File: src/rtl/uivtg_timing_pkg.sv
// -----------------------------------------------------------------------------
// uivtg_timing_pkg
// Shared definitions for the uivtg video timing generator:
//   - counter width of the H/V raster counters
//   - FSM state encoding (2 bits)
//   - 1280x720 and 1920x1080 timing constant sets for top-level instantiation
//   - a half-open window decode helper used by the axis counters
// -----------------------------------------------------------------------------
package uivtg_timing_pkg;

    localparam int CNT_W  = 12;         // H/V counters; totals must be <= 4096
    localparam int CNT_WX = CNT_W + 1;  // one spare bit so window ends may equal 4096

    typedef enum logic [1:0] {
        ST_IDLE      = 2'd0,
        ST_RUN       = 2'd1,
        ST_STOP_PEND = 2'd2
    } vtg_state_e;

    typedef struct packed {
        int h_active;
        int h_fp;
        int h_sync;
        int h_bp;
        int v_active;
        int v_fp;
        int v_sync;
        int v_bp;
    } vtg_timing_t;

    localparam vtg_timing_t TIMING_720P = '{
        h_active: 1280, h_fp: 110, h_sync: 40, h_bp: 220,
        v_active: 720,  v_fp: 5,   v_sync: 5,  v_bp: 20
    };

    localparam vtg_timing_t TIMING_1080P = '{
        h_active: 1920, h_fp: 88, h_sync: 44, h_bp: 148,
        v_active: 1080, v_fp: 4,  v_sync: 5,  v_bp: 36
    };

    // True when lo <= cnt < hi. Bounds carry an extra bit so a window that
    // ends exactly at the counter's full range (4096) still decodes.
    function automatic logic in_window(input logic [CNT_W-1:0] cnt,
                                       input logic [CNT_W:0]   lo,
                                       input logic [CNT_W:0]   hi);
        return ({1'b0, cnt} >= lo) && ({1'b0, cnt} < hi);
    endfunction

endpackage

File: src/rtl/uivtg_timing_if.sv
// -----------------------------------------------------------------------------
// uivtg_timing_if
// Raster bus between the timing generator and its consumers.
//   I_vtg_en    run request toward the generator
//   O_vtg_vs    vertical sync (level per VS_POL)
//   O_vtg_hs    horizontal sync (level per HS_POL)
//   O_vtg_de    active-video enable
//   O_vtg_x     pixel column while de=1, else 0
//   O_vtg_y     active line index while de=1, else 0
//   O_vtg_sof   pulse with first active pixel of a frame
//   O_vtg_eol   pulse with last active pixel of each active line
//   O_vtg_busy  generator not idle
// Modports: master = the generator, slave = a raster consumer / controller.
// -----------------------------------------------------------------------------
interface uivtg_timing_if;
    import uivtg_timing_pkg::*;

    logic             I_vtg_en;
    logic             O_vtg_vs;
    logic             O_vtg_hs;
    logic             O_vtg_de;
    logic [CNT_W-1:0] O_vtg_x;
    logic [CNT_W-1:0] O_vtg_y;
    logic             O_vtg_sof;
    logic             O_vtg_eol;
    logic             O_vtg_busy;

    modport master (
        input  I_vtg_en,
        output O_vtg_vs, O_vtg_hs, O_vtg_de, O_vtg_x, O_vtg_y,
               O_vtg_sof, O_vtg_eol, O_vtg_busy
    );

    modport slave (
        output I_vtg_en,
        input  O_vtg_vs, O_vtg_hs, O_vtg_de, O_vtg_x, O_vtg_y,
               O_vtg_sof, O_vtg_eol, O_vtg_busy
    );

endinterface

File: src/rtl/uivtg_timing_axis_cnt.sv
// -----------------------------------------------------------------------------
// uivtg_axis_cnt
// One raster axis: a wrap counter 0..TOTAL-1 plus combinational window decode
// of the current count. Used once for H (advancing every clock) and once for
// V (advancing on the H wrap).
// Ports:
//   clk_i     pixel clock
//   rst_i     asynchronous reset, active-high (count -> 0)
//   clr_i     synchronous clear to 0 (has priority over inc_i)
//   inc_i     advance one step; wraps TOTAL-1 -> 0
//   cnt_o     current count
//   last_o    count == TOTAL-1
//   active_o  count in [0, ACTIVE)
//   sync_o    count in [SYNC_START, SYNC_START+SYNC_LEN)
// -----------------------------------------------------------------------------
module uivtg_axis_cnt
    import uivtg_timing_pkg::*;
#(
    parameter int TOTAL      = 16,
    parameter int ACTIVE     = 8,
    parameter int SYNC_START = 10,
    parameter int SYNC_LEN   = 3
) (
    input  logic             clk_i,
    input  logic             rst_i,
    input  logic             clr_i,
    input  logic             inc_i,
    output logic [CNT_W-1:0] cnt_o,
    output logic             last_o,
    output logic             active_o,
    output logic             sync_o
);

    localparam logic [CNT_W-1:0] LAST    = CNT_W'(TOTAL - 1);
    localparam logic [CNT_W:0]   ACT_HI  = CNT_WX'(ACTIVE);
    localparam logic [CNT_W:0]   SYNC_LO = CNT_WX'(SYNC_START);
    localparam logic [CNT_W:0]   SYNC_HI = CNT_WX'(SYNC_START + SYNC_LEN);

    logic [CNT_W-1:0] cnt_q;
    logic [CNT_W-1:0] cnt_d;

    assign last_o = (cnt_q == LAST);

    always_comb begin
        // NOTE: default first so every path assigns cnt_d -- no latch.
        cnt_d = cnt_q;
        if (clr_i) begin
            cnt_d = '0;
        end else if (inc_i) begin
            cnt_d = last_o ? '0 : cnt_q + 1'b1;
        end
    end

    // NOTE: state registers use non-blocking assignment so every flop
    // samples the pre-edge value of its inputs.
    always_ff @(posedge clk_i or posedge rst_i) begin
        if (rst_i) begin
            cnt_q <= '0;
        end else begin
            cnt_q <= cnt_d;
        end
    end

    assign cnt_o    = cnt_q;
    assign active_o = in_window(cnt_q, '0, ACT_HI);
    assign sync_o   = in_window(cnt_q, SYNC_LO, SYNC_HI);

endmodule

File: src/rtl/uivtg_timing.sv
// -----------------------------------------------------------------------------
// uivtg_timing
// Video timing generator: free-running H/V counters with programmable porches,
// sync widths and polarities, producing the vs/hs/de raster plus pixel
// coordinates and sof/eol markers. Starting and stopping happen only at frame
// boundaries, so only complete frames are ever emitted.
// H_TOTAL and V_TOTAL must both be <= 4096.
// Ports:
//   I_vtg_clk   pixel clock
//   I_vtg_rst   asynchronous reset, active-high
//   vtg         uivtg_timing_if.master: I_vtg_en in; vs/hs/de/x/y/sof/eol/busy out
// All outputs are registered decodes of the counter/FSM state: latency 1.
// -----------------------------------------------------------------------------
module uivtg_timing
    import uivtg_timing_pkg::*;
#(
    parameter int H_ACTIVE = TIMING_720P.h_active,
    parameter int H_FP     = TIMING_720P.h_fp,
    parameter int H_SYNC   = TIMING_720P.h_sync,
    parameter int H_BP     = TIMING_720P.h_bp,
    parameter int V_ACTIVE = TIMING_720P.v_active,
    parameter int V_FP     = TIMING_720P.v_fp,
    parameter int V_SYNC   = TIMING_720P.v_sync,
    parameter int V_BP     = TIMING_720P.v_bp,
    parameter bit HS_POL   = 1'b1,
    parameter bit VS_POL   = 1'b1
) (
    input  logic           I_vtg_clk,
    input  logic           I_vtg_rst,
    uivtg_timing_if.master vtg
);

    localparam int H_TOTAL = H_ACTIVE + H_FP + H_SYNC + H_BP;
    localparam int V_TOTAL = V_ACTIVE + V_FP + V_SYNC + V_BP;

    localparam logic [CNT_W-1:0] H_LAST_ACT = CNT_W'(H_ACTIVE - 1);
    localparam logic             HS_ON      = HS_POL;
    localparam logic             HS_OFF     = ~HS_POL;
    localparam logic             VS_ON      = VS_POL;
    localparam logic             VS_OFF     = ~VS_POL;

    vtg_state_e       state_q;
    vtg_state_e       state_d;
    logic             idle;
    logic             frame_last;

    logic [CNT_W-1:0] h_cnt;
    logic [CNT_W-1:0] v_cnt;
    logic             h_last,   v_last;
    logic             h_active, v_active;
    logic             h_sync,   v_sync;

    logic             vs_d,   vs_q;
    logic             hs_d,   hs_q;
    logic             de_d,   de_q;
    logic [CNT_W-1:0] x_d,    x_q;
    logic [CNT_W-1:0] y_d,    y_q;
    logic             sof_d,  sof_q;
    logic             eol_d,  eol_q;
    logic             busy_d, busy_q;

    assign idle       = (state_q == ST_IDLE);
    assign frame_last = h_last & v_last;

    // Counters sit at (0,0) while idle; the FSM only leaves RUN/STOP_PEND for
    // IDLE on the last pixel of a frame, where both counters wrap to 0 anyway.
    uivtg_axis_cnt #(
        .TOTAL      (H_TOTAL),
        .ACTIVE     (H_ACTIVE),
        .SYNC_START (H_ACTIVE + H_FP),
        .SYNC_LEN   (H_SYNC)
    ) u_h_cnt (
        .clk_i    (I_vtg_clk),
        .rst_i    (I_vtg_rst),
        .clr_i    (idle),
        .inc_i    (~idle),
        .cnt_o    (h_cnt),
        .last_o   (h_last),
        .active_o (h_active),
        .sync_o   (h_sync)
    );

    uivtg_axis_cnt #(
        .TOTAL      (V_TOTAL),
        .ACTIVE     (V_ACTIVE),
        .SYNC_START (V_ACTIVE + V_FP),
        .SYNC_LEN   (V_SYNC)
    ) u_v_cnt (
        .clk_i    (I_vtg_clk),
        .rst_i    (I_vtg_rst),
        .clr_i    (idle),
        .inc_i    (~idle & h_last),
        .cnt_o    (v_cnt),
        .last_o   (v_last),
        .active_o (v_active),
        .sync_o   (v_sync)
    );

    always_ff @(posedge I_vtg_clk or posedge I_vtg_rst) begin
        if (I_vtg_rst) begin
            state_q <= ST_IDLE;
        end else begin
            state_q <= state_d;
        end
    end

    // A stop request is remembered in STOP_PEND and honoured at the end of the
    // frame in progress; re-raising en before then cancels it seamlessly.
    always_comb begin
        state_d = state_q;
        unique case (state_q)
            ST_IDLE: begin
                if (vtg.I_vtg_en) state_d = ST_RUN;
            end
            ST_RUN: begin
                if (!vtg.I_vtg_en) state_d = ST_STOP_PEND;
            end
            ST_STOP_PEND: begin
                if (vtg.I_vtg_en)    state_d = ST_RUN;
                else if (frame_last) state_d = ST_IDLE;
            end
            default: state_d = ST_IDLE;
        endcase
    end

    // Decode of the current (state, h, v); registered below.
    always_comb begin
        busy_d = ~idle;
        de_d   = busy_d & h_active & v_active;
        hs_d   = (busy_d & h_sync) ? HS_ON : HS_OFF;
        vs_d   = (busy_d & v_sync) ? VS_ON : VS_OFF;
        x_d    = de_d ? h_cnt : '0;
        y_d    = de_d ? v_cnt : '0;
        sof_d  = de_d & (h_cnt == '0) & (v_cnt == '0);
        eol_d  = de_d & (h_cnt == H_LAST_ACT);
    end

    always_ff @(posedge I_vtg_clk or posedge I_vtg_rst) begin
        if (I_vtg_rst) begin
            vs_q   <= VS_OFF;
            hs_q   <= HS_OFF;
            de_q   <= 1'b0;
            x_q    <= '0;
            y_q    <= '0;
            sof_q  <= 1'b0;
            eol_q  <= 1'b0;
            busy_q <= 1'b0;
        end else begin
            vs_q   <= vs_d;
            hs_q   <= hs_d;
            de_q   <= de_d;
            x_q    <= x_d;
            y_q    <= y_d;
            sof_q  <= sof_d;
            eol_q  <= eol_d;
            busy_q <= busy_d;
        end
    end

    assign vtg.O_vtg_vs   = vs_q;
    assign vtg.O_vtg_hs   = hs_q;
    assign vtg.O_vtg_de   = de_q;
    assign vtg.O_vtg_x    = x_q;
    assign vtg.O_vtg_y    = y_q;
    assign vtg.O_vtg_sof  = sof_q;
    assign vtg.O_vtg_eol  = eol_q;
    assign vtg.O_vtg_busy = busy_q;

endmodule

File: src/flat_wrapper.sv
// flat-port wrapper written by rule: the top's interface ports become plain ports
module uivtg_timing_flat import uivtg_timing_pkg::*;
#(
    parameter int H_ACTIVE = TIMING_720P.h_active,
    parameter int H_FP     = TIMING_720P.h_fp,
    parameter int H_SYNC   = TIMING_720P.h_sync,
    parameter int H_BP     = TIMING_720P.h_bp,
    parameter int V_ACTIVE = TIMING_720P.v_active,
    parameter int V_FP     = TIMING_720P.v_fp,
    parameter int V_SYNC   = TIMING_720P.v_sync,
    parameter int V_BP     = TIMING_720P.v_bp,
    parameter bit HS_POL   = 1'b1,
    parameter bit VS_POL   = 1'b1
)
  (I_vtg_clk, I_vtg_rst, vtg_I_vtg_en, vtg_O_vtg_vs, vtg_O_vtg_hs, vtg_O_vtg_de, vtg_O_vtg_x, vtg_O_vtg_y, vtg_O_vtg_sof, vtg_O_vtg_eol, vtg_O_vtg_busy);
  uivtg_timing_if vtg_i ();
  input  logic I_vtg_clk;
  input  logic I_vtg_rst;
  input wire logic [$bits(vtg_i.I_vtg_en)-1:0] vtg_I_vtg_en;
  output wire logic [$bits(vtg_i.O_vtg_vs)-1:0] vtg_O_vtg_vs;
  output wire logic [$bits(vtg_i.O_vtg_hs)-1:0] vtg_O_vtg_hs;
  output wire logic [$bits(vtg_i.O_vtg_de)-1:0] vtg_O_vtg_de;
  output wire logic [$bits(vtg_i.O_vtg_x)-1:0] vtg_O_vtg_x;
  output wire logic [$bits(vtg_i.O_vtg_y)-1:0] vtg_O_vtg_y;
  output wire logic [$bits(vtg_i.O_vtg_sof)-1:0] vtg_O_vtg_sof;
  output wire logic [$bits(vtg_i.O_vtg_eol)-1:0] vtg_O_vtg_eol;
  output wire logic [$bits(vtg_i.O_vtg_busy)-1:0] vtg_O_vtg_busy;
  assign vtg_i.I_vtg_en = vtg_I_vtg_en;
  assign vtg_O_vtg_vs = vtg_i.O_vtg_vs;
  assign vtg_O_vtg_hs = vtg_i.O_vtg_hs;
  assign vtg_O_vtg_de = vtg_i.O_vtg_de;
  assign vtg_O_vtg_x = vtg_i.O_vtg_x;
  assign vtg_O_vtg_y = vtg_i.O_vtg_y;
  assign vtg_O_vtg_sof = vtg_i.O_vtg_sof;
  assign vtg_O_vtg_eol = vtg_i.O_vtg_eol;
  assign vtg_O_vtg_busy = vtg_i.O_vtg_busy;
  uivtg_timing #(.H_ACTIVE(H_ACTIVE), .H_FP(H_FP), .H_SYNC(H_SYNC), .H_BP(H_BP), .V_ACTIVE(V_ACTIVE), .V_FP(V_FP), .V_SYNC(V_SYNC), .V_BP(V_BP), .HS_POL(HS_POL), .VS_POL(VS_POL)) u_core (.I_vtg_clk(I_vtg_clk), .I_vtg_rst(I_vtg_rst), .vtg(vtg_i));
endmodule
File: config.mk
export PLATFORM = sky130hd
export DESIGN_NAME = uivtg_timing_flat
export DESIGN_NICKNAME = d
export VERILOG_FILES = /design/src/rtl/uivtg_timing_pkg.sv /design/src/rtl/uivtg_timing_if.sv /design/src/rtl/uivtg_timing_axis_cnt.sv /design/src/rtl/uivtg_timing.sv /design/src/flat_wrapper.sv
export SDC_FILE = /design/constraint.sdc
export NUM_CORES = 1
export LEC_CHECK = 0
export CAP_MARGIN = 20
export CORE_MARGIN = 5
export CORE_UTILIZATION = 50
export DETAILED_ROUTE_END_ITERATION = 10
export HOLD_SLACK_MARGIN = 0.08
export PLACE_DENSITY = 0.72
export SKIP_LAST_GASP = 1
export SLEW_MARGIN = 15
export SYNTH_ARGS = -nofsm -noshare
export SYNTH_HDL_FRONTEND = slang
export SYNTH_HIERARCHICAL = 1
export SYNTH_SLANG_ARGS = --single-unit
File: constraint.sdc
create_clock -name I_vtg_clk -period 6.37 [get_ports I_vtg_clk]
set_input_delay 0.9555 -clock I_vtg_clk [delete_from_list [all_inputs] [get_ports I_vtg_clk]]
set_output_delay 0.9555 -clock I_vtg_clk [all_outputs]
set_load 0.01 [all_outputs]
# Yosys cells after proc, flatten, opt, wreduce, memory -nomap -nowiden
# Cells that the tools add are included.
[word_totals]
ff_bits = 56
latch_bits = 0
ram_bits = 0
rom_bits = 0
output_inout_bits = 30
word_cells = 58
memories = 0
[op_classes]
add_sub_neg = 2
mul = 0
n_div = 0
n_lt_le_gt_ge = 6
eq_ne = 8
n_shift = 0
muxes = 14
n_bitwise = 10
reduce_logical = 7
[ops]
columns = ["operator", "n"]
rows = [
  ["$mux W12", 7],
  ["$add A12 B1 Y12 const B", 2],
  ["$eq A12 B11 Y1 const B", 2],
  ["$logic_not A12 Y1", 2],
  ["$lt A12 B10 Y1 const B", 2],
  ["$lt A12 B11 Y1 const B", 2],
  ["$eq A12 B10 Y1 const B", 1],
  ["$ge A12 B10 Y1 const B", 1],
  ["$ge A12 B11 Y1 const B", 1],
  ["$and A1 B1 Y1", 9],
  ["$mux W2", 4],
  ["$pmux W2 S3", 1],
  ["$ne A2 B2 Y1 const B", 2],
  ["$ne A3 B2 Y1 const B", 1],
  ["$reduce_and A3 Y1", 1],
  ["$eq A2 B1 Y1 const B", 1],
  ["$eq A2 B2 Y1 const B", 1],
  ["$logic_and A1 B1 Y1", 2],
  ["$logic_not A2 Y1", 1],
  ["$mux W1", 2],
  ["$reduce_bool A2 Y1", 1],
  ["$not A1 Y1", 1],
]

# Longest topological paths before layout
[logic_depth]
depth_word = 6
depth_mapped = 9

# Modules after synthesis
# The synthesis kept the hierarchy.
[by_module_without_submodules]
columns = ["module", "n_inst", "cells_per_inst", "area_each_um2", "seq_area_each_um2"]
rows = [
  ["uivtg_timing", 1, 85, 1127.3, 800.8],
  ["uivtg_axis_cnt (u_core.u_h_cnt)", 1, 93, 913.4, 300.3],
  ["uivtg_axis_cnt (u_core.u_v_cnt)", 1, 84, 765.7, 300.3],
]

# Worst setup path before layout
# Ideal clock, no wire load.
[synth_path]
path_kind = "register to register"
startpoint = "register u_core.u_h_cnt.cnt_q[1], in the netlist u_core/u_h_cnt/cnt_o[1]"
endpoint = "register u_core.u_v_cnt.cnt_q[7], in the netlist u_core/u_v_cnt/cnt_o[7]"
arrival_time_ns = 2.260
t_required_ns = 6.251
setup_slack_ns = 3.991
stages_incl_launch_ff = 10
path_buffers = 0
synth_period_minus_slack_ns = 2.379
cell_sequence = "dfrtp_1 > inv_1 > ha_1 > nand4bb_1 > nor3_1 > nor2b_1 > nor2_1 > or4b_1 > xor2_1 > nor2_1"
[synth_via]
elab_chain_len = 3
[synth_lines]
columns = ["element", "line_no", "text"]
rows = [
  ["start, declared", "uivtg_timing_axis_cnt.sv:39", "logic [CNT_W-1:0] cnt_q;"],
  ["start signal, assigned", "uivtg_timing_axis_cnt.sv:60", "cnt_q <= cnt_d;"],
  ["$eq A12 B11 Y1", "uivtg_timing_axis_cnt.sv:42", "assign last_o = (cnt_q == LAST);"],
  ["net u_core.h_last", "uivtg_timing.sv:49", "logic h_last, v_last;"],
  ["$and A1 B1 Y1", "uivtg_timing.sv:92", ".inc_i (~idle & h_last),"],
  ["$reduce_bool A2 Y1 (no line)", "n/a", ""],
  ["end signal, assigned", "uivtg_timing_axis_cnt.sv:60", ""],
  ["end, declared", "uivtg_timing_axis_cnt.sv:39", ""],
]
# The timed path passes the listed nets, and every way through them passes these cells.
# A chain may end at the register's enable or synchronous reset.

# Worst setup path in the final report
# Same ends and word-level chain as after synthesis.

==> qor.txt <==
Outcome -> finished, final reports clean
Startpoint types -> register
# port buffers -> 32
WS Path Type -> reg2reg
Hold depth -> 1
Post-synth cell types -> 60
Synth Register Bits -> 56
Largest family of logic cells by synthesized area -> simple AND/OR/NAND/NOR gates
Total CTS buffers -> 5
Yosys top cell by area -> dfrtp_1
Post-DP Area -> 3150 sq um
Post-Syn Nets -> 270
Inst Count DP -> 356
Setup_tns -> 0 ps
Antenna violations before repair -> 0
Drc violations -> 0
DIE AREA -> 7210 sq um
Vias -> 2031
Root Buffer Master -> clkbuf_8
RR Startpoint -> u_core/u_h_cnt/cnt_o[1]
Core footprint -> 5470 sq um
Vias in the first global route -> 1916
Gr usage total -> 0.160
Synth Area in XOR/XNOR -> 0.0312
Arrival time worst endpoint -> 2940 ps
Worst-Skew Late Latency -> 310 ps
Die Span X -> 84.9 um
Initial Utilization -> 0.513
Final Hold Viols -> 0
Sequential cell area fraction in the yosys report -> 0.499
Ranking of synthesized cells by area -> dfrtp_1 50%, and2_1 5.3%, nand2_1 2.8%
Postcts setup bufs -> 0
Largest net degree at the start of global routing -> 33
Mapped Area -> 2810 sq um
Post-synth ARST share -> 1.00
Final Core Density -> 0.591
Min Hold Slack -> 570 ps
CTS tree -> built
Leakage -> 1.34 nW
Worst Path Buf+Inv -> 1
Measured slew at the worst slew-check pin -> 614 ps
Worst slack at placement -> 3660 ps
Fraction of layout cells with a size suffix above 1 -> 0.0993
Overall power -> 0.631 mW
Bufs on Longest Clock Path -> 2
Final Setup Violations -> 0
Delay-heaviest family, CP -> simple AND/OR/NAND/NOR gates
Final WS setup -> 3640 ps
Max Slew Vio Count -> 0
GRT overflow -> 0
Setup crit end kind -> register
Worst R2R Path Depth -> 9
Post-CTS Hold Fix Bufs -> 0
Top Ports -> 33
DP HPWL -> 3920 um
Total of fill cells in the finished design -> 471
Hold endpoint -> u_core/state_q[0]
RePlAce Congestion -> 0.863
CTS clk-pin slew, worst paths -> 100 ps
Post-layout min period -> 2730 ps
Crit-path cells -> inv_1 > ha_1 > nand4bb_1 > nor3_1 > nor2b_1 > nor2_1 > or4b_1 > xor2_1 > nor2_1
Cell repeated most along the worst path -> nor2_1
Total of max-cap violations -> 0
CTS Sinks -> 56
Fmax -> 366 MHz
Reg2Reg Setup Slack -> 3640 ps
Row cnt -> 27
PostCTS Resize Cnt -> 0
Post-route cell area -> 3230 sq um
Via density -> 5.58
RSZ-0062 raised after global routing -> no
Top_reg_cell synth -> dfrtp_1
H-tree depth -> 2
Synth top area share -> 0.499
Mux cell area share after synthesis -> 0
Worst vdd ir -> 0.0833 mV
Min-Delay Path Class -> reg2reg
Die Height -> 84.9 um
DR iter-0 viols -> 119
YS warnings -> 6
Antenna-violating nets left -> 0
Skew final -> 6.01 ps
WL final -> 5550 um
Fin nets -> 299
First-pass GRT wire length -> 9330 um
Crit share post-route -> 0.429
Hold_sp -> u_core/state_q[1]
Pwr dens -> 195 nW/um^2
DR WL/cell -> 15.2 um
CP max stage cell -> or4b_1
Post-route insts no fill -> 364
Simple-gate share of the synthesized area -> 0.267
Data required, critical path -> 6570 ps
CP max stage delay -> 560 ps
Post-Synthesis Cells -> 262
Pre-Repair DR Iteration Count -> 4
Synth Area in Compound Gates -> 0.136
Post-synthesis adder-cell area fraction -> 0.0223
Crit Reg-Reg Endpoint -> u_core/u_v_cnt/cnt_o[7]
Mean area per synthesized cell -> 10.7 sq um
Crit path max fanout -> 10
Number of synthesized flops with an enable pin -> 0
Slew headroom -> 0.590
Syn-to-layout area delta -> 15.2%
# diodes -> 0
kinds of logic after synthesis:
family / after synthesis
xor+xnor: 10
flops: 56
compound gates: 48
simple gates: 120
fa+ha+maj: 5
buf+inv: 23
power breakdown:
| part | switching, mW | internal (mW) |
|---|---|---|
| Combinational | 0.0366 | 0.0261 |
| Clock | 0.113 | 0.0784 |
| Sequential | 0.0123 | 0.365 |
placed cells by master (no fill, tap or decap), types with 2 or more instances in the layout:
cell | netlist | routed
nand4_1 | 8 | 8
nand4b_1 | 2 | 2
o41ai_1 | 3 | 3
or3b_2 | 3 | 3
o21bai_1 | 5 | 5
or3_1 | 2 | 2
o31ai_1 | 4 | 4
nor4_1 | 5 | 5
inv_1 | 12 | 11
and2_1 | 24 | 24
a21oi_1 | 4 | 4
or4_1 | 2 | 2
o2111ai_1 | 2 | 2
nor2_1 | 19 | 19
xor2_1 | 7 | 7
clkdlybuf4s50_1 | 0 | 32
nand3b_1 | 2 | 2
ha_1 | 5 | 5
nor3_1 | 6 | 6
o21a_1 | 3 | 3
o211ai_1 | 2 | 2
dfrtp_1 | 56 | 56
or4b_2 | 2 | 2
nand2_1 | 21 | 21
o21ai_0 | 12 | 12
nor2b_1 | 4 | 4
nand3_1 | 3 | 3
xnor2_1 | 3 | 3
or2b_1 | 2 | 2
clkbuf_8 | 0 | 5
cells in the mapped netlist, drive strengths merged (4+ instances only):
| master | n |
|---|---|
| and2 | 24 |
| o41ai | 4 |
| ha | 5 |
| inv | 12 |
| o21ai | 12 |
| xor2 | 7 |
| o21bai | 5 |
| nor3 | 6 |
| a21oi | 5 |
| nor2 | 19 |
| or4b | 4 |
| dfrtp | 56 |
| buf | 10 |
| or3b | 4 |
| nand3 | 4 |
| nor4 | 7 |
| nand4 | 8 |
| nand2 | 22 |
| nor2b | 4 |
| o31ai | 5 |
layout make-up:
class | count | area [sq um] | area share
flip-flops and latches | 56 | 1400 | 0.433
well taps | 72 | 90.1 | 0.0279
clock inverters | 2 | 16.3 | 0.00503
clock buffers | 6 | 72.6 | 0.0224
inverters | 12 | 45.0 | 0.0139
multi-input cells | 183 | 1280 | 0.396
repair buffers | 33 | 328 | 0.101
worst max path at each step:
| stage | from | to | slack (ps) | cells past startpoint |
|---|---|---|---|---|
| floorplan | u_core/u_h_cnt/cnt_o[1] | u_core/u_v_cnt/cnt_o[7] | 3990 | 9 |
| global placement | u_core/u_h_cnt/cnt_o[1] | u_core/u_v_cnt/cnt_o[7] | 3790 | 9 |
| detailed placement | u_core/u_h_cnt/cnt_o[1] | u_core/u_v_cnt/cnt_o[7] | 3660 | 9 |
| CTS | u_core/u_h_cnt/cnt_o[1] | u_core/u_v_cnt/cnt_o[7] | 3640 | 9 |
| global route | u_core/u_h_cnt/cnt_o[1] | u_core/u_v_cnt/cnt_o[7] | 3420 | 9 |
| finish | u_core/u_h_cnt/cnt_o[1] | u_core/u_v_cnt/cnt_o[7] | 3640 | 9 |
sequential cells by signal (all words and copies together) (netlist names):
| register | cells |
|---|---|
| u_core/vtg.O_vtg_y | 12 |
| u_core/vtg.O_vtg_x | 12 |
| u_core/vtg.O_vtg_de | 1 |
| u_core/u_v_cnt/cnt_o | 12 |
| u_core/u_h_cnt/cnt_o | 12 |
| u_core/state_q | 2 |
| u_core/vtg.O_vtg_eol | 1 |
| u_core/vtg.O_vtg_busy | 1 |
| u_core/vtg.O_vtg_vs | 1 |
| u_core/vtg.O_vtg_hs | 1 |
| u_core/vtg.O_vtg_sof | 1 |
metal layers:
layer	vias to the layer above	track usage	wire length, um
li1	978	-	-
met1	993	0.224	2620
met2	53	0.249	2580
met3	7	0.0340	297
met4	0	0.0504	49
met5	-	0	0
No activity file was read; power rests on OpenSTA's default activity.
==> variant 1: new RTL, same settings <==
Take the reset off `y_q` and load it in a clocked block of its own.
--- a/src/rtl/uivtg_timing.sv
+++ b/src/rtl/uivtg_timing.sv
@@ -141,7 +141,6 @@
             hs_q   <= HS_OFF;
             de_q   <= 1'b0;
             x_q    <= '0;
-            y_q    <= '0;
             sof_q  <= 1'b0;
             eol_q  <= 1'b0;
             busy_q <= 1'b0;
@@ -150,11 +149,14 @@
             hs_q   <= hs_d;
             de_q   <= de_d;
             x_q    <= x_d;
-            y_q    <= y_d;
             sof_q  <= sof_d;
             eol_q  <= eol_d;
             busy_q <= busy_d;
         end
+    end
+
+    always_ff @(posedge I_vtg_clk) begin
+        y_q <= y_d;
     end
 
     assign vtg.O_vtg_vs   = vs_q;
Check against the original RTL: no difference found for any inputs over 10 cycles, from zero or initial values and one cycle with I_vtg_rst high; that may be too few to reach the edited logic, so the function may still have changed.
==> variant 1 against the original RTL <==
  * Critical path type unchanged
  * Synthesized cell count is 0.38% lower
  * Area after synthesis shrank 2.3%
  * Total power is 1.1% higher
  * Sequential cell count unchanged
  * Setup slack gained 0.061 ns
  * Wire length down 4.2%
  * Final area shrank 1.8%
==> variant 1: results (changes against the original RTL) <==
status: "complete, no violations"
yosysSeqAreaShare_pct: 48.93  # -1.0 points
slew_headroom_pct: 48.63  # -10 points
wl_mm: 5.313  # -4.2%
vdd_drop_max_mv: 0.09142  # +9.8%
p_leak_nw: 1.277  # -4.7%
vias: 1995  # -1.8%
drt_iter0_markers: 120  # +0.84%
h-tree-depth: 2  # unchanged
slowest_stage: "or4b_1"
crit_fanout: 10  # unchanged
arrival_ns: 2.88  # -0.06 ns
rr_startpoint: "u_core/u_h_cnt/cnt_o[1]"
regToRegSetupSlack_ns: 3.70  # +0.06 ns
ctsHoldBuffers: 0  # unchanged
ys_types: 62  # +3.3%
fin_skew_ns: 0.01017  # +0.004164 ns
timing.rr.end: "u_core/u_v_cnt/cnt_o[7]"
dp_hpwl_mm: 3.758  # -4.2%
io_buffer_count: 32  # unchanged
grt_antenna_before_repair: 0  # unchanged
clk_latency_ns: 0.31  # about the same
synth_common_cells: "dfrtp_1, and2_1, nand2_1, nor2_1"
hold_class: "reg -> reg"
synth_area_leaders: "dfrtp_1, dfxtp_1, and2_1"
grt_pass1_vias: 1871  # -2.3%
nets: 298  # -0.33%
drive_above_1_share_pct: 9.966  # +0.034 points
min_path_cells: 1  # unchanged
cts_setup_buffers: 0  # unchanged
first_pass_iters: 4  # unchanged
grt_pass1_wl_mm: 9.218  # -1.2%
yosysWarnings: 6  # unchanged
cts-resized-gates: 0  # unchanged
async_flop_share_pct: 78.57  # -21 points
grt_use_total_pct: 15.90  # -0.085 points
numCtsBuffers: 5  # unchanged
crit_path_max_incr_delay_ns: 0.56  # about the same
clk_pin_slew_ns: 0.10  # about the same
synth_nets: 269  # -0.37%
grt_max_degree: 27  # -18%
path_class: "reg -> reg"
gp_congestion: 0.8503  # -1.5%
## variant 1: cell types whose count changed after synthesis, sizes merged
cell,delta
dfrtp,-12
dfxtp,+12
mux2i,+1
nand2,-1
nand3b,-1
nor2,+1
or2b,-1
## variant 1: how the worst min path moves through the flow
stage / endpoint / start
final: u_core/vtg.O_vtg_y[7] / u_core/u_v_cnt/cnt_o[7]
after global routing: u_core/state_q[0] / u_core/state_q[1]
after CTS: u_core/vtg.O_vtg_y[7] / u_core/u_v_cnt/cnt_o[7]
after detailed placement: u_core/vtg.O_vtg_y[7] / u_core/u_v_cnt/cnt_o[7]
after global placement: u_core/state_q[0] / u_core/state_q[1]
after floorplan: u_core/vtg.O_vtg_y[3] / u_core/u_v_cnt/cnt_o[3]
## variant 1: kinds of logic (layout without fill, tap and decap cells)
kind of cell | Yosys count | count (layout) | synth area share (%)
buffers and inverters | 23 | 53 | 4.518
adders and majority gates | 5 | 5 | 2.282
and+or+nand+nor | 118 | 118 | 26.79
DFF | 56 | 56 | 48.93
muxes | 1 | 1 | 0.3651
xor gates and xnor gates | 10 | 10 | 3.195
AOI/OAI and AO/OA | 48 | 48 | 13.92
## variant 1: metal layers
metal | global-route usage (%) | share of wire [%]
met5 | 0 | 0
met4 | 5.263 | 1.2
met3 | 3.356 | 4.8
met2 | 23.39 | 44
met1 | 23.21 | 50
## variant 1: metrics by stage
stage          worst slack (ns)  hold WS (ns)  area (um2)  cells  power (mW)
6_report                  3.698        0.5687        3177    363      0.6380
5_1_grt                   3.468        0.5929        3177    363      0.6678
4_1_cts                   3.690        0.5790        3177    363      0.6442
3_5_place_dp              3.727        0.5544        3080    355      0.4441
3_3_place_gp              3.793        0.5380        3080    355      0.4435
2_1_floorplan             3.991        0.4646        2741    261      0.4224
## variant 1: cell type report
class | count | area, um2
fill | 469 | 2228
clock inverter | 2 | 13.76
clock buffer | 6 | 82.58
timing repair buffer | 33 | 327.8
multi-input combinational | 182 | 1276
sequential | 56 | 1341
tap | 72 | 90.09
inverter | 12 | 45.04
## variant 1: power by group
group / leakage [nW] / total (mW) / switching [mW] / internal, mW
combinational: 0.531 / 0.0608 / 0.0356 / 0.0252
sequential: 0.698 / 0.375 / 0.0118 / 0.364
clock: 0.0477 / 0.202 / 0.113 / 0.0885
==> variant 2: new RTL, config.mk and constraints unchanged <==
Made on the original files. `VS_POL` is set to 1'b1 in 2 places; all go to 1'b0.
--- a/src/rtl/uivtg_timing.sv
+++ b/src/rtl/uivtg_timing.sv
@@ -23,7 +23,7 @@
     parameter int V_SYNC   = TIMING_720P.v_sync,
     parameter int V_BP     = TIMING_720P.v_bp,
     parameter bit HS_POL   = 1'b1,
-    parameter bit VS_POL   = 1'b1
+    parameter bit VS_POL   = 1'b0
 ) (
     input  logic           I_vtg_clk,
     input  logic           I_vtg_rst,
--- a/src/flat_wrapper.sv
+++ b/src/flat_wrapper.sv
@@ -10,7 +10,7 @@
     parameter int V_SYNC   = TIMING_720P.v_sync,
     parameter int V_BP     = TIMING_720P.v_bp,
     parameter bit HS_POL   = 1'b1,
-    parameter bit VS_POL   = 1'b1
+    parameter bit VS_POL   = 1'b0
 )
   (I_vtg_clk, I_vtg_rst, vtg_I_vtg_en, vtg_O_vtg_vs, vtg_O_vtg_hs, vtg_O_vtg_de, vtg_O_vtg_x, vtg_O_vtg_y, vtg_O_vtg_sof, vtg_O_vtg_eol, vtg_O_vtg_busy);
   uivtg_timing_if vtg_i ();
Formal check against the unedited RTL: not equivalent (a bounded check fails within 4 cycles, from zero or initial values and one cycle with I_vtg_rst high).
==> variant 2 against the original RTL <==
  * Area after synthesis hardly changed
  * Sequential cell count stayed put
  * Total power is 12% higher
  * Final area is 2.1% higher
  * Largest cell class unchanged
  * Setup slack worse by 0.0038 ns
  * Wire length is 2.4% higher
  * First-iteration DRC count is 71% higher
==> variant 2: results (changes against the original RTL) <==
tightest_slew_ns: 0.6563  # +0.04249 ns
yosysSeqAreaShare_pct: 50.00  # +0.067 points
gp_congestion: 0.8411  # -2.6%
grt_max_degree: 27  # -18%
startpoint: "u_core/u_h_cnt/cnt_o[1]"
grt_pass1_vias: 1887  # -1.5%
clk_latency_ns: 0.30
dp_hpwl_mm: 4.045  # +3.1%
arrival_ns: 2.98  # +0.04 ns
timing.rr.end: "u_core/u_v_cnt/cnt_o[7]"
wl_mm: 5.680  # +2.4%
nets: 300  # +0.33%
grt_antenna_before_repair: 0  # unchanged
avgSynthCellArea_um2: 10.71  # about the same
rr_startpoint: "u_core/u_h_cnt/cnt_o[1]"
p_leak_nw: 1.373  # +2.4%
fin_crit_ns: 2.736  # +0.003770 ns
hold-worst-slack_ns: 0.5727  # +0.002525 ns
synth_area_leaders: "dfrtp_1, and2_1, nand2_1"
cts_setup_buffers: 0  # unchanged
grt_pass1_wl_mm: 9.832  # +5.4%
reg2reg_depth: 9  # unchanged
synth_flop_cell: "dfrtp_1"
diodes: 0  # unchanged
status: "complete, no violations"
cts_max_path_buffers: 2  # unchanged
regToRegSetupSlack_ns: 3.63  # about the same
place_area_um2: 3172  # +0.84%
hold_class: "reg -> reg"
ys_types: 61  # +1.7%
h-tree-depth: 2  # unchanged
vdd_drop_max_mv: 0.1295  # +56%
path_class: "reg -> reg"
fin_skew_ns: 0.004868  # -0.001142 ns
io_buffer_count: 32  # unchanged
drt_iter0_markers: 204  # +71%
drive_above_1_share_pct: 10.27  # +0.34 points
min_from: "u_core/state_q[0]"
synth_common_cells: "dfrtp_1, and2_1, nand2_1"
vias: 2032  # +0.049%
grt_use_total_pct: 16.95  # +0.96 points
pre_cts_ws_ns: 3.693  # +0.03182 ns
-- variant 2: cell count changes after synthesis, sizes merged --
| cell | delta |
|---|---|
| nor2b | -1 |
| dfrtp | -1 |
| nand2 | +1 |
| dfstp | +1 |
-- variant 2: cell type report --
| type | count | area [um2] |
|---|---|---|
| tap | 72 | 90.09 |
| sequential | 56 | 1403 |
| clock buffer | 5 | 68.82 |
| timing repair buffer | 34 | 355.3 |
| inverter | 12 | 45.04 |
| fill | 463 | 2172 |
| multi-input combinational | 183 | 1279 |
| clock inverter | 2 | 60.06 |
-- variant 2: logic make-up (layout without fill, tap and decap cells) --
family / Yosys count / after routing / share of synthesized area [%]
AOI/OAI and AO/OA: 48 / 48 / 13.61
xor gates and xnor gates: 10 / 10 / 3.122
adders and majority gates: 5 / 5 / 2.230
buffers and inverters: 23 / 53 / 4.415
DFF: 56 / 56 / 50.00
and+or+nand+nor: 120 / 120 / 26.63
-- variant 2: critical path, stage by stage, from the launching register on --
cell and delay (ns):
dfrtp_1 0.50, inv_1 0.10, ha_1 0.16, nand4bb_1 0.27, nor3_1 0.27, nor2b_1 0.40
nor2_1 0.18, or4b_1 0.56, xor2_1 0.15, nor2_1 0.08
-- variant 2: metal layers --
layer  up-vias  track usage (%)  share of wire (%)
met1       981            25.16                 47
met4         0            4.892               0.95
li1        989                -                  -
met3         5            3.301                4.9
met2        57            25.27                 47
met5         -                0                  0
-- variant 2: power by group --
| part | leakage, nW | internal, mW | total [mW] | switching (mW) |
|---|---|---|---|---|
| clock | 0.0642 | 0.155 | 0.263 | 0.108 |
| sequential | 0.766 | 0.365 | 0.377 | 0.0120 |
| combinational | 0.542 | 0.0280 | 0.0659 | 0.0379 |
